==> config.mk <==
export PLATFORM = sky130hd
export DESIGN_NAME = dram_line_buffer
export DESIGN_NICKNAME = d
export VERILOG_FILES = /design/src/rtl/dram_line_buffer.sv
export SDC_FILE = /design/constraint.sdc
export NUM_CORES = 1
export LEC_CHECK = 0
export BUFFER_PORTS_ARGS = -buffer_cell sky130_fd_sc_hd__buf_2
export CELL_PAD_IN_SITES_DETAIL_PLACEMENT = 1
export CELL_PAD_IN_SITES_GLOBAL_PLACEMENT = 1
export CORE_UTILIZATION = 32
export DETAILED_ROUTE_END_ITERATION = 8
export HOLD_SLACK_MARGIN = 0.06
export MAX_ROUTING_LAYER = met4
export PLACE_DENSITY = 0.61
export SLEW_MARGIN = 20
export SYNTH_ARGS = -nofsm -noshare
export SYNTH_HDL_FRONTEND = slang
export SYNTH_SLANG_ARGS = --single-unit
export TNS_END_PERCENT = 1
==> constraint.sdc <==
create_clock -name user_clk_i -period 3.25 [get_ports user_clk_i]
set_input_delay 0.4875 -clock user_clk_i [delete_from_list [all_inputs] [get_ports user_clk_i]]
set_output_delay 0.4875 -clock user_clk_i [all_outputs]
set_load 0.05 [all_outputs]
==> src/rtl/dram_line_buffer.sv <==
`default_nettype none
// +----------------------------------------------------------------------------+
// | dram_line_buffer : single-line write-back buffer, 32-bit Wishbone classic  |
// |                    slave to WORD_SIZE-bit DRAM line master. Rev 1.0         |
// +----------------------------------------------------------------------------+
module dram_line_buffer #(
   parameter int WORD_SIZE  = 128,
   parameter int ADDR_WIDTH = 32
) (
   input  logic                  user_clk_i,
   input  logic                  rst_n_i,
   input  logic                  cpu_cyc_i,
   input  logic                  cpu_stb_i,
   input  logic                  cpu_we_i,
   input  logic [ADDR_WIDTH-1:0] cpu_addr_i,
   input  logic [3:0]            cpu_sel_i,
   input  logic [31:0]           cpu_data_i,
   output logic [31:0]           cpu_data_o,
   output logic                  cpu_ack_o,
   output logic                  mem_cyc_o,
   output logic                  mem_stb_o,
   output logic                  mem_we_o,
   output logic [ADDR_WIDTH-1:0] mem_addr_o,
   output logic [WORD_SIZE-1:0]  mem_data_o,
   input  logic [WORD_SIZE-1:0]  mem_data_i,
   input  logic                  mem_ack_i,
   input  logic                  flush_i,
   output logic                  flush_done_o,
   output logic                  busy_o
);

   localparam int WPL    = WORD_SIZE / 32;
   localparam int OFS    = $clog2(WORD_SIZE / 8);
   localparam int TAG_W  = ADDR_WIDTH - OFS;
   localparam int BASE_W = $clog2(WORD_SIZE);

   typedef enum logic [2:0] {
      S_IDLE  = 3'd0,
      S_WB    = 3'd1,
      S_GAP_F = 3'd2,
      S_FILL  = 3'd3,
      S_FLUSH = 3'd4
   } state_t;

   state_t               state_q, state_d;
   logic                 valid_q, valid_d;
   logic                 dirty_q, dirty_d;
   logic [TAG_W-1:0]     tag_q, tag_d;
   logic [TAG_W-1:0]     req_tag_q, req_tag_d;
   logic [WORD_SIZE-1:0] line_q, line_d;
   logic                 ack_q, ack_d;
   logic [31:0]          rdata_q, rdata_d;
   logic                 mem_cyc_q, mem_cyc_d;
   logic                 mem_we_q, mem_we_d;
   logic [ADDR_WIDTH-1:0] mem_addr_q, mem_addr_d;
   logic [WORD_SIZE-1:0] mem_data_q, mem_data_d;
   logic                 flush_done_q, flush_done_d;
   logic                 busy_q, busy_d;

   logic                 w_req;
   logic                 w_hit;
   logic                 w_mem_ack;
   logic [TAG_W-1:0]     w_cpu_tag;
   logic [BASE_W-1:0]    w_base;
   logic                 w_addr_unused;

   assign w_cpu_tag     = cpu_addr_i[ADDR_WIDTH-1:OFS];
   assign w_addr_unused = ^cpu_addr_i[1:0];

   // Bit offset of the addressed 32-bit word inside the line.
   generate
      if (WPL > 1) begin : g_multi_word
         assign w_base = {cpu_addr_i[OFS-1:2], 5'b00000};
      end else begin : g_single_word
         assign w_base = '0;
      end
   endgenerate

   // The ack cycle masks the still-asserted strobe, so every access takes two cycles.
   assign w_req     = cpu_cyc_i & cpu_stb_i & ~ack_q;
   assign w_hit     = valid_q & (tag_q == w_cpu_tag);
   assign w_mem_ack = mem_ack_i & mem_cyc_q;

   always_comb begin
      state_d      = state_q;
      valid_d      = valid_q;
      dirty_d      = dirty_q;
      tag_d        = tag_q;
      req_tag_d    = req_tag_q;
      line_d       = line_q;
      ack_d        = 1'b0;
      rdata_d      = rdata_q;
      flush_done_d = 1'b0;

      case (state_q)
         S_IDLE: begin
            if (w_req) begin
               if (w_hit) begin
                  ack_d = 1'b1;
                  if (cpu_we_i) begin
                     dirty_d = 1'b1;
                     for (int b = 0; b < 4; b++) begin
                        if (cpu_sel_i[b]) begin
                           line_d[int'(w_base) + 8*b +: 8] = cpu_data_i[8*b +: 8];
                        end
                     end
                  end else begin
                     rdata_d = line_q[w_base +: 32];
                  end
               end else begin
                  req_tag_d = w_cpu_tag;
                  state_d   = (valid_q && dirty_q) ? S_WB : S_FILL;
               end
            end else if (flush_i) begin
               if (valid_q && dirty_q) begin
                  state_d = S_FLUSH;
               end else begin
                  flush_done_d = 1'b1;
               end
            end
         end
         S_WB: begin
            if (w_mem_ack) begin
               dirty_d = 1'b0;
               state_d = S_GAP_F;
            end
         end
         S_GAP_F: begin
            state_d = S_FILL;
         end
         S_FILL: begin
            if (w_mem_ack) begin
               line_d  = mem_data_i;
               tag_d   = req_tag_q;
               valid_d = 1'b1;
               dirty_d = 1'b0;
               state_d = S_IDLE;
            end
         end
         S_FLUSH: begin
            if (w_mem_ack) begin
               dirty_d      = 1'b0;
               flush_done_d = 1'b1;
               state_d      = S_IDLE;
            end
         end
         default: begin
            state_d = S_IDLE;
         end
      endcase
   end

   // Bus outputs are registered from the next state so they align with it.
   always_comb begin
      mem_cyc_d  = (state_d == S_WB) || (state_d == S_FILL) || (state_d == S_FLUSH);
      mem_we_d   = (state_d == S_WB) || (state_d == S_FLUSH);
      mem_addr_d = '0;
      mem_data_d = '0;
      if (state_d == S_FILL) begin
         mem_addr_d = {req_tag_d, {OFS{1'b0}}};
      end else if (mem_we_d) begin
         mem_addr_d = {tag_q, {OFS{1'b0}}};
         mem_data_d = line_q;
      end
      busy_d = (state_d != S_IDLE);
   end

   always_ff @(posedge user_clk_i or negedge rst_n_i) begin
      if (!rst_n_i) begin
         state_q      <= S_IDLE;
         valid_q      <= 1'b0;
         dirty_q      <= 1'b0;
         tag_q        <= '0;
         req_tag_q    <= '0;
         line_q       <= '0;
         ack_q        <= 1'b0;
         rdata_q      <= '0;
         mem_cyc_q    <= 1'b0;
         mem_we_q     <= 1'b0;
         mem_addr_q   <= '0;
         mem_data_q   <= '0;
         flush_done_q <= 1'b0;
         busy_q       <= 1'b0;
      end else begin
         state_q      <= state_d;
         valid_q      <= valid_d;
         dirty_q      <= dirty_d;
         tag_q        <= tag_d;
         req_tag_q    <= req_tag_d;
         line_q       <= line_d;
         ack_q        <= ack_d;
         rdata_q      <= rdata_d;
         mem_cyc_q    <= mem_cyc_d;
         mem_we_q     <= mem_we_d;
         mem_addr_q   <= mem_addr_d;
         mem_data_q   <= mem_data_d;
         flush_done_q <= flush_done_d;
         busy_q       <= busy_d;
      end
   end

   assign cpu_ack_o    = ack_q;
   assign cpu_data_o   = rdata_q;
   assign mem_cyc_o    = mem_cyc_q;
   assign mem_stb_o    = mem_cyc_q;
   assign mem_we_o     = mem_we_q;
   assign mem_addr_o   = mem_addr_q;
   assign mem_data_o   = mem_data_q;
   assign flush_done_o = flush_done_q;
   assign busy_o       = busy_q;

endmodule
`default_nettype wire

# Yosys cells after proc, flatten, opt, wreduce, memory -nomap -nowiden

Cells that the tools add are included.

Register bits: 386
Input bits: 203
Output and inout port bits: 198
Logic and storage cells: 116

Add/sub/neg operators: 7
Equal/unequal tests: 13
Shift-type cells: 9
Multiplexer cells: 53
Bitwise operators: 6
Reduce and logical (&&, ||, !) cells: 14

Operators by type and width:

| operator                                                                 | number |
|---|---|
| 128-bit 2-to-1 mux                                                       | 22 |
| 128-bit bitwise mux                                                      | 4 |
| 8-bit by 33-bit variable shift with 128-bit output, first input constant | 4 |
| 8-bit by 33-bit variable part select with 128-bit output                 | 4 |
| 128-bit case mux with 2 select lines                                     | 1 |
| 128-bit by 8-bit variable part select with 32-bit output                 | 1 |
| 8-bit negator with 33-bit output                                         | 3 |
| 28-bit 2-to-1 mux                                                        | 3 |
| 32-bit 2-to-1 mux                                                        | 2 |
| 7-bit negator with 33-bit output                                         | 1 |
| 28-bit equality test                                                     | 1 |
| 3-bit 2-to-1 mux                                                         | 6 |
| 7-bit by 5-bit adder with 8-bit output, second input constant            | 2 |
| 3-bit case mux with 4 select lines                                       | 1 |
| 1-bit 2-to-1 mux                                                         | 11 |
| 5-bit AND reduction                                                      | 2 |
| 3-bit by 2-bit equality test with 1-bit output, second input constant    | 3 |
| 7-bit by 4-bit adder with 8-bit output, second input constant            | 1 |
| 2-bit != test, second input constant                                     | 4 |
| 3-bit by 1-bit equality test with 1-bit output, second input constant    | 2 |
| 3-bit equality test, second input constant                               | 2 |
| 1-bit bitwise AND                                                        | 4 |
| 1-bit case mux with 2 select lines                                       | 2 |
| 4-bit AND reduction                                                      | 1 |
| other kinds (11)                                                         | 15 |

# Logic depth before layout (Yosys ltp)

Depth after elaboration: 26
Mapped depth: 9
Gate-level depth less buffers: 8

# Worst setup path before layout

No wires, ideal clock.

Path kind: input -> register
Start point: in cpu_addr_i[19]
End point: reg mem_addr_q[17], in the netlist mem_addr_o[17]
Library setup time: 0.122 ns
Data arrival time: 2.412 ns
Required time: 3.128 ns
Setup slack: 0.717 ns
Cell stages on the path: 7
Path buffers: 1
Cells stage by stage: xnor2_1 > nand4_1 > or4_4 > o21ai_4 > buf_6 > mux2_2 > a32o_1

Elaborated cells between the ends (all ways): 14
Those cells by class: eq/ne (4); mux (8); bitwise (1); reduce/logical (1)

RTL lines:

| element                  | RTL line | source |
|---|---|---|
| start, declared          | 15       | `input logic [ADDR_WIDTH-1:0] cpu_addr_i,` |
| 28-bit equality test     | 81       | `assign w_hit = valid_q & (tag_q == w_cpu_tag);` |
| 1-bit bitwise AND        | 81       |  |
| 28-bit 2-to-1 mux        | 98       | `if (w_hit) begin` |
| 28-bit 2-to-1 mux        | 97       | `if (w_req) begin` |
| 28-bit 2-to-1 mux        | 95       | `case (state_q)` |
| named net req_tag_d[13]  | 49       | `logic [TAG_W-1:0] req_tag_q, req_tag_d;` |
| 32-bit 2-to-1 mux        | 159      | `if (state_d == S_FILL) begin` |
| named net mem_addr_d[17] | 55       | `logic [ADDR_WIDTH-1:0] mem_addr_q, mem_addr_d;` |
| end signal, assigned     | 195      | `mem_addr_q <= mem_addr_d;` |
| end, declared            | 55       |  |

The timed path passes the listed nets, and every way through them passes these cells.
A chain may end at the register's enable or synchronous reset.

# Worst setup path after layout

Start point: reg tag_q[7]
End point: reg mem_addr_q[26], in the netlist mem_addr_o[26]

Elaborated cells between the ends (all ways): 14
Those cells by class: eq/ne (4); mux (8); bitwise (1); reduce/logical (1)

RTL lines:

| element                  | RTL line | source |
|---|---|---|
| start, declared          | 48       | `logic [TAG_W-1:0] tag_q, tag_d;` |
| start signal, assigned   | 188      | `tag_q <= tag_d;` |
| 28-bit equality test     | 81       |  |
| 1-bit bitwise AND        | 81       |  |
| 28-bit 2-to-1 mux        | 98       |  |
| 28-bit 2-to-1 mux        | 97       |  |
| 28-bit 2-to-1 mux        | 95       |  |
| named net req_tag_d[22]  | 49       |  |
| 32-bit 2-to-1 mux        | 159      |  |
| named net mem_addr_d[26] | 55       |  |

The timed path passes the listed nets, and every way through them passes these cells.

==> qor.yml <==
outcome:
  status: "complete, no violations"
critical_path:
  crit_path_end: "mem_addr_o[26]$_DFF_PN0_"
  ff2ff_setup_slack_ns: 0.49
  critPathRequiredTime_ns: 3.68
  crit_fanout: 10
  setup.worst_path.start_class: "register"
  worstSetupPathDepth: 7
  critical_path.top_delay_family: "simple AND/OR/NAND/NOR gates"
  worstSetupEndpointType: "register"
  worstSetupPathType: "register to register"
  r2r-end: "mem_addr_o[26]$_DFF_PN0_"
  crit_buf_inv: 1
  max_stage_delay_ns: 0.57
  slowest_stage: "or4_4"
  worstPathCellList: "xnor2_1 > nand4_1 > or4_4 > o21ai_4 > buf_4 > mux2_2 > a32o_1"
  worstPathArrival_ns: 3.20
  worst_r2r_startpoint: "tag_q[7]$_DFFE_PN0P_"
  crit_start: "tag_q[7]$_DFFE_PN0P_"
  reg2reg_depth: 7
sta:
  setup_violations: 0
  rsz0062_at_grt: "false"
  period_share_pct: 84.97
  fin_ws_ns: 0.4886
  tns_ns: 0
  skew_ns: 0.02486
  max-slew-margin-rel_pct: 38.41
  timing.final.hold_violations: 0
  tightest_slew_ns: 0.9204
  fmax_mhz: 362.1
  drv_slew: 0
  fin_crit_ns: 2.761
synthesis:
  synthArstFlopShare_pct: 100.0
  synth_cells: 1256
  synth_enable_flop_cells: 0
  yosysSeqAreaShare_pct: 58.01
  synth_cell_types: 41
  syn_area_per_cell_um2: 13.12
  synth_area_um2: 16480
  yosys_most_used_dff: "dfrtp_1"
  ys_ff_latch: 382
  yosysWarnings: 0
placed_design:
  port-buffer-count: 394
  dp_cells: 2300
  place_congestion: 0.8377
  dpl_worst_slack_ns: 0.2779
  hpwl_mm: 38.07
route:
  drc: 0
  drtPass1Iterations: 4
  vias_per_cell: 4.934
  vias: 11830
  ant_nets: 0
  routedWlPerCell_um: 22.68
  drt_iter0_markers: 649
  wirelength_mm: 54.39
pwr:
  powerDensity_nw_per_um2: 976.8
  vdd_drop_max_mv: 0.7141
  finalPower_mw: 20.81
  p_int_mw: 12.44
  swShare_pct: 40.23
  power_frac_seq_pct: 34.0
  p_leak_nw: 10.46
  p_sw_mw: 8.371
  combinationalPowerShare_pct: 40.7
  clkPwrFrac_pct: 25.3
cells_and_area:
  area_growth_pct: 29.27
  layout-drive-gt1-share_pct: 45.94
  final_util_pct: 42.20
  nets: 1883
  layout.cells.non_filler: 2398
global_route:
  grt_max_degree: 108
  grt_pass1_wl_mm: 82.77
  grt_pass1_vias: 12920
  grt_overflow: 0
  antenna_found_initial: 15
  track_usage_pct: 21.70
floorplanning:
  num_rows: 82
  initial_core_util_pct: 32.65
  dieArea_um2: 52410
  core_area_um2: 50480
  io-pin-count: 401
  die_w_um: 228.9
  die_h_um: 228.9
clock_network:
  clkLatencyLatePin_ns: 0.57
  cts_made_buffers: 45
  htree_levels: 2
  root_buffer: "clkbuf_16"
  cts_resized: 0
  cts_buffer_depth: 3
  clkTransAtPathRegs_ns: 0.06
  cts_tree: "yes"
  clock_sink_count: 382
flow_run:
  cap_viol_max_count: 0
worst_hold_path:
  hold_path_class: "primary input to register"
[state kept, by name (all words and copies together) (netlist names)]
register	count
mem_cyc_o	1
line_q	128
cpu_ack_o	1
mem_data_o	128
req_tag_q	28
cpu_data_o	32
tag_q	28
busy_o	1
dirty_q	1
flush_done_o	1
valid_q	1
mem_we_o	1
state_q	3
mem_addr_o	28
[cells in the final DEF (no fill, tap or decap), types with 3 or more instances in the layout]
master / n
ha_1: 4
nor4_1: 4
or2_2: 3
nor2_1: 8
diode_2: 15
nand3_1: 5
mux2_2: 209
a21oi_2: 7
bufinv_16: 5
a32o_1: 28
a22o_1: 32
a21oi_4: 9
conb_1: 4
mux4_2: 32
buf_2: 392
mux2_4: 7
and2_1: 128
dfrtp_1: 382
o21ai_0: 97
xnor2_1: 29
a21oi_1: 19
nand2_1: 145
nand4_1: 12
clkinv_2: 4
buf_12: 29
clkbuf_1: 12
clkbuf_16: 46
clkbuf_8: 10
buf_4: 17
[repair_timing]
action                    in CTS  in global routing
hold endpoints to repair      62                  0
hold buffers                   1                  0
buffers inserted               0                  0
[synthesized netlist by cell type (7+ instances only)]
cell / n / area share (%)
mux4_2: 32 / 4.4
nand4_1: 12 / 0.46
a32o_1: 28 / 1.7
buf_2: 19 / 0.58
a21oi_2: 7 / 0.37
clkbuf_1: 30 / 0.68
and2_1: 128 / 4.9
a21oi_4: 9 / 0.89
dfrtp_1: 382 / 58
mux2_4: 7 / 0.64
xnor2_1: 29 / 1.5
nor2_1: 9 / 0.20
mux2_2: 209 / 14
o21ai_0: 97 / 2.9
a21oi_1: 19 / 0.58
nand2_1: 145 / 3.3
a22o_1: 32 / 1.7
buf_1: 9 / 0.20
[cell type report]
type | instances | area (µm²)
fill | 5443 | 29180
sequential | 382 | 9559
multi-input combinational | 805 | 6609
timing repair buffer | 440 | 2695
clock buffer | 68 | 1334
tap | 672 | 840.8
clock inverter | 14 | 220.2
antenna | 15 | 37.54
inverter | 2 | 7.507
[metal layers]
metal / GRT usage, % / vias up / share of wire (%)
met2: 34.54 / 334 / 48
met5: - / - / 0
met3: 5.963 / 82 / 6.5
li1: - / 5310 / -
met1: 27.18 / 6105 / 43
met4: 5.646 / 0 / 2.4
[worst min-delay path by stage]
stage	start	end	slack [ns]	cells past startpoint
after detailed placement	line_q[32]$_DFFE_PN0P_	mem_data_o[32]$_DFF_PN0_	0.49	1
after global routing	cpu_addr_i[4]	req_tag_q[0]$_DFF_PN0_	0.16	2
after global placement	line_q[90]$_DFFE_PN0P_	mem_data_o[90]$_DFF_PN0_	0.48	1
after floorplan	rst_n_i	busy_o$_DFF_PN0_	0.19	0
final	cpu_addr_i[13]	req_tag_q[9]$_DFF_PN0_	0.20	2
after CTS	cpu_addr_i[13]	req_tag_q[9]$_DFF_PN0_	0.15	2
[metrics by stage]
stage | hold WS (ns) | cell area (µm²)
floorplan | 0.1919 | 16490
global placement | 0.4808 | 19690
detailed placement | 0.4888 | 19700
CTS | 0.1507 | 21270
global route | 0.1618 | 21300
finish | 0.1977 | 21300
[power groups by stage]
stage	registers [mW]	logic (mW)	clock network (mW)
after floorplan	9.11	3.72	0
after global placement	7.10	8.44	0
after detailed placement	7.16	8.56	0
after CTS	7.09	8.61	5.42
after global routing	7.25	9.07	5.59
final	7.07	8.48	5.26
[cell families after synthesis]
logic type	Yosys count	synth area share (%)
buffers and inverters	72	2.232
AOI/OAI and AO/OA	196	8.496
DFF	382	58.01
and+or+nand+nor	324	10.11
adders and majority gates	4	0.3037
xor gates and xnor gates	29	1.541
other	1	0.02276
muxes	248	19.29
(Power assumes the default switching activity.)
